## config.mk

```make
export PLATFORM = sky130hd
export DESIGN_NAME = idx_mask_collect
export DESIGN_NICKNAME = d
export VERILOG_FILES = /design/src/rtl/cf_math_pkg.sv /design/src/rtl/idx_mask_collect.sv
export SDC_FILE = /design/constraint.sdc
export NUM_CORES = 1
export LEC_CHECK = 0
export CELL_PAD_IN_SITES_DETAIL_PLACEMENT = 2
export CELL_PAD_IN_SITES_GLOBAL_PLACEMENT = 2
export CORE_MARGIN = 5
export CORE_UTILIZATION = 31
export CTS_CLUSTER_SIZE = 14
export DETAILED_ROUTE_END_ITERATION = 7
export GPL_TIMING_DRIVEN = 0
export PLACE_DENSITY_LB_ADDON = 0.1
export SETUP_SLACK_MARGIN = 0.3
export SKIP_CTS_REPAIR_TIMING = 1
export SYNTH_ARGS = -nofsm -noshare
export SYNTH_HDL_FRONTEND = slang
export SYNTH_SLANG_ARGS = --single-unit
```

## constraint.sdc

```tcl
create_clock -name clk_i -period 3.5 [get_ports clk_i]
set_clock_uncertainty 0.1 [all_clocks]
set_input_delay 0.35 -clock clk_i [delete_from_list [all_inputs] [get_ports clk_i]]
set_output_delay 0.35 -clock clk_i [all_outputs]
set_load 0.05 [all_outputs]
```

## src/rtl/cf_math_pkg.sv

```systemverilog
// cf_math_pkg: shared math helpers for index and counter sizing
package cf_math_pkg;

    function automatic int idx_width(input int width);
        return (width > 1) ? $clog2(width) : 1;
    endfunction

endpackage

```

## src/rtl/idx_mask_collect.sv

```systemverilog
// idx_mask_collect: accumulates a stream of bit indices into a mask and offers it once the last beat arrives
module idx_mask_collect
    import cf_math_pkg::*;
#(
    parameter int WIDTH = 32,
    parameter int MODE = 0,
    localparam int IDX_WIDTH = idx_width(WIDTH),
    localparam int CNT_WIDTH = $clog2(WIDTH + 1)
) (
    input  logic                 clk_i,
    input  logic                 rst_i,
    input  logic                 in_valid_i,
    output logic                 in_ready_o,
    input  logic [IDX_WIDTH-1:0] in_idx_i,
    input  logic                 in_empty_i,
    input  logic                 in_last_i,
    output logic                 mask_valid_o,
    input  logic                 mask_ready_i,
    output logic [WIDTH-1:0]     mask_o,
    output logic [CNT_WIDTH-1:0] cnt_o,
    output logic                 dup_o,
    output logic                 oor_o
);

    if (WIDTH < 1) begin : g_bad_width
        $fatal(1, "idx_mask_collect: WIDTH must be at least 1");
    end

    typedef enum logic {COLLECT, OFFER} state_t;

    state_t               state, state_next;
    logic [WIDTH-1:0]     mask, hit;
    logic [CNT_WIDTH-1:0] cnt;
    logic                 dup, oor;
    logic                 upd, in_range, is_set, offer_done;

    // one-hot decode of the incoming index; an out-of-range index matches no bit
    for (genvar i = 0; i < WIDTH; i++) begin : g_hit
        assign hit[i] = (MODE == 0) ? (in_idx_i == IDX_WIDTH'(i))
                                    : (in_idx_i == IDX_WIDTH'(WIDTH - 1 - i));
    end

    assign in_range   = |hit;
    assign is_set     = |(hit & mask);
    assign upd        = in_valid_i && (state == COLLECT) && !in_empty_i;
    assign offer_done = (state == OFFER) && mask_ready_i;

    // next-state and handshake outputs; ready depends on state only
    always_comb begin
        state_next   = state;
        in_ready_o   = (state == COLLECT);
        mask_valid_o = (state == OFFER);
        if (state == COLLECT && in_valid_i && in_last_i) state_next = OFFER;
        if (offer_done) state_next = COLLECT;
    end

    // state register plus mask/count/flag accumulation, cleared on the offer handshake
    always_ff @(posedge clk_i) begin
        if (rst_i) begin
            state <= COLLECT;
            mask  <= '0;
            cnt   <= '0;
            dup   <= 1'b0;
            oor   <= 1'b0;
        end else begin
            state <= state_next;
            if (offer_done) begin
                mask <= '0;
                cnt  <= '0;
                dup  <= 1'b0;
                oor  <= 1'b0;
            end else if (upd) begin
                if (!in_range) oor <= 1'b1;
                else if (is_set) dup <= 1'b1;
                else begin
                    mask <= mask | hit;
                    cnt  <= cnt + CNT_WIDTH'(1);
                end
            end
        end
    end

    assign mask_o = mask;
    assign cnt_o  = cnt;
    assign dup_o  = dup;
    assign oor_o  = oor;

endmodule

```

==> reports/qor.csv <==
stage,metric,value,unit
run_status,outcome,finished clean,
critical_path,endpoint class of the critical path,register,
finish,ratio of cells with drive above 1 in the final layout,0.143,
synth,Syn Inst Count,192,
global_route,GRT Residual Overflow,0,
timing,Final setup viols,0,
global_route,initial antenna violation count,0,
synth,Mean Syn Cell Area,10.2,µm²
die,overall die width,89.5,µm
cts,# H-tree levels,2,
routing,DRC,0,
critical_path,CP peak stage delay,590,ps
synth,synthesized area,0.00196,mm²
synth,cell accounting for the most synthesized area,dfxtp_1,
synth,top cell type's share of synthesized area,0.419,
placement,Port-buffer cells,52,
synth,Synth area leaders,"dfxtp_1 42%, a32o_1 11%, a32o_2 5.7%",
timing,Final Hold Viols,0,
timing,crit path time final,2890,ps
cts,CTS buffer count,5,
critical_path,CP max FO,10,
critical_path,"Cell Chain, Critical Path","clkdlybuf4s50_1, clkbuf_1, nor4b_1, nor4_1, nand2_1, nor3_4, and3_1, buf_6, buf_8, a32o_2",
critical_path,critical path's slowest cell,clkdlybuf4s50_1,
timing,RSZ-0062 raised after global routing,false,
cts,clock latency reported for the late side of the worst-skew pair,300,ps
pwr,maximum vdd ir drop,0.155,mV
timing,Achievable Freq,345,MHz
critical_path,startpoint types,input pin,
finish,Nets,263,
global_route,first-pass GRT wire length,11100,µm
routing,vias,1859,
die,Core ar.,0.00624,mm²
finish,area of the multi-input gates,1000,µm²
timing,Tcrit/Tclk final,0.827,
cts,Clock Sinks,41,
cts,Clock transition at path regs,80,ps
critical_path,WP data arrival,3040,ps
synth,Post-synth EDFFs,0,
synth,ys flop type,dfxtp_1,
die,Initial Util,0.314,
die,Die ar.,0.00801,mm²
pwr,Leak Pwr,0.00100,µW
synth,most used standard cell by instance count after synthesis,dfxtp_1,
cts,root buffer cell,clkbuf_8,
synth,post-synthesis net count,204,
timing,total negative setup slack,0,ps
die,Die Y,89.5,µm
routing,WL/cell,21.6,µm
global_route,Total GRT Usage,0.188,
die,Rows,29,
die,# IOs,53,
pwr,pwr/cell area,346,mW/mm²
critical_path,Worst Path Required,3650,ps
routing,first-pass iteration count of the detailed router,4,
run,max-cap violations,0,
synth,sequential fraction of the synthesis area,0.419,
timing,Slew headroom,0.136,
synth,synth cell count leaders,"41 x dfxtp_1, 22 x a32o_1, 10 x a32o_2, 10 x nor2_1, 9 x nand2_1",
routing,Detailed Route WL,7100,µm
placement,GPL Wtd Cong,0.775,
finish,number of fill cells,695,
synth,Netlist cell types,49,
cts,clock tree buffer depth,2,
routing,number of DRC markers in iteration 0,57,
timing,Max Transition Viols Final,0,
pwr,overall power,921,µW
timing,worst slew pin tran,1290,ps
routing,Routed Antenna Nets,0,
synth,Yosys reg bits,41,
cts,TritonCTS clock tree,yes,
routing,DR vias/cell,5.65,
global_route,vias in the first global route,1984,
critical_path,Setup Crit Path Kind,input pin to register,
finish,Diodes inserted,0,
hold_path,Hold Crit Class,register to register,
finish,sequential cell area,821,µm²
placement,Detailed Place HPWL,5160,µm
finish,Final Core Density,0.427,
finish,P&R area growth vs syn,35.9,%
global_route,largest net degree at the start of global routing,14,
synth,"FFs w/ async S/R, synth",0,
synth,synth warn,0,
-- cells by family (layout without fill, tap and decap cells) --
family,after synthesis,count (layout),synth area share
AND/OR/NAND/NOR,63,63,0.196
AO/OA/AOI/OAI,56,56,0.256
flip-flops,41,41,0.419
buffers and inverters,21,81,0.0715
multiplexers,8,8,0.0428
XOR/XNOR,2,2,0.00894
adder cells (fa/ha/maj),1,1,0.00638
-- through the flow --
| stage | setup WS (ps) | hold WS (ps) | area [µm²] | std cells |
|---|---|---|---|---|
| after floorplan | 1170 | 391 | 1960 | 192 |
| after global placement | 368 | 351 | 2580 | 321 |
| after detailed placement | 329 | 348 | 2580 | 321 |
| after CTS | 630 | 374 | 2670 | 329 |
| after global routing | 433 | 395 | 2670 | 329 |
| final | 605 | 370 | 2670 | 329 |
-- state kept, by name, indices dropped and copies added (netlist names) --
signal,count
cnt_o,6
dup_o,1
oor_o,1
mask_o,32
mask_valid_o,1
-- worst max-delay path: cells and delay by family --
family | cells | cell delay (ps)
AOI/OAI and AO/OA | 1 | 180
buffers and inverters | 4 | 1280
and+or+nand+nor | 5 | 1210
-- layout by cell type, fill, tap and decap left out, types with 3 or more instances in the layout --
cell             count
nor2_1              10
clkdlybuf4s50_1     52
nand3b_1             6
o21ai_0              3
nand3_1              6
and3_1               4
a31oi_1              4
nor3_1               3
nand2_1              9
a21oi_1              6
buf_6                4
mux2i_1              5
a32o_2              10
inv_1                3
buf_2                4
a32o_1              22
nor4b_1              3
clkbuf_1             8
clkbuf_8             5
dfxtp_1             41
-- cell type report --
class | instances | share of cell area
Inverter | 3 | 0.00423
Tap cell | 77 | 0.0362
Timing Repair Buffer | 52 | 0.195
Buffer | 18 | 0.0484
Multi-Input combinational cell | 130 | 0.375
Clock inverter | 2 | 0.00563
Clock buffer | 6 | 0.0272
Sequential cell | 41 | 0.308
-- layer usage --
layer | global-route usage | share of wire | wire (µm)
met5 | 0 | 0 | 0
met4 | 0.0460 | 0.011 | 79
met3 | 0.0406 | 0.033 | 231
met2 | 0.329 | 0.51 | 3630
met1 | 0.234 | 0.44 | 3150
-- power breakdown --
group / internal (µW) / total (µW) / leakage, µW / switching, µW
logic: 43.6 / 127 / 0.000633 / 83.4
registers: 470 / 473 / 0.000331 / 3.85
clock network: 141 / 321 / 0.0000374 / 180
total: 654 / 921 / 0.00100 / 268
-- final timing paths --
kind | start | endpoint | slack, ps | cells after the start
hold / removal | oor_o | oor_o | 370 | 1
setup reg to reg | mask_o[6] | mask_o[28] | 1150 | 9
hold reg to reg | oor_o | oor_o | 370 | 1
setup / recovery | in_idx_i[4] | mask_o[28] | 610 | 10
Power figures use the tool's default switching activity.
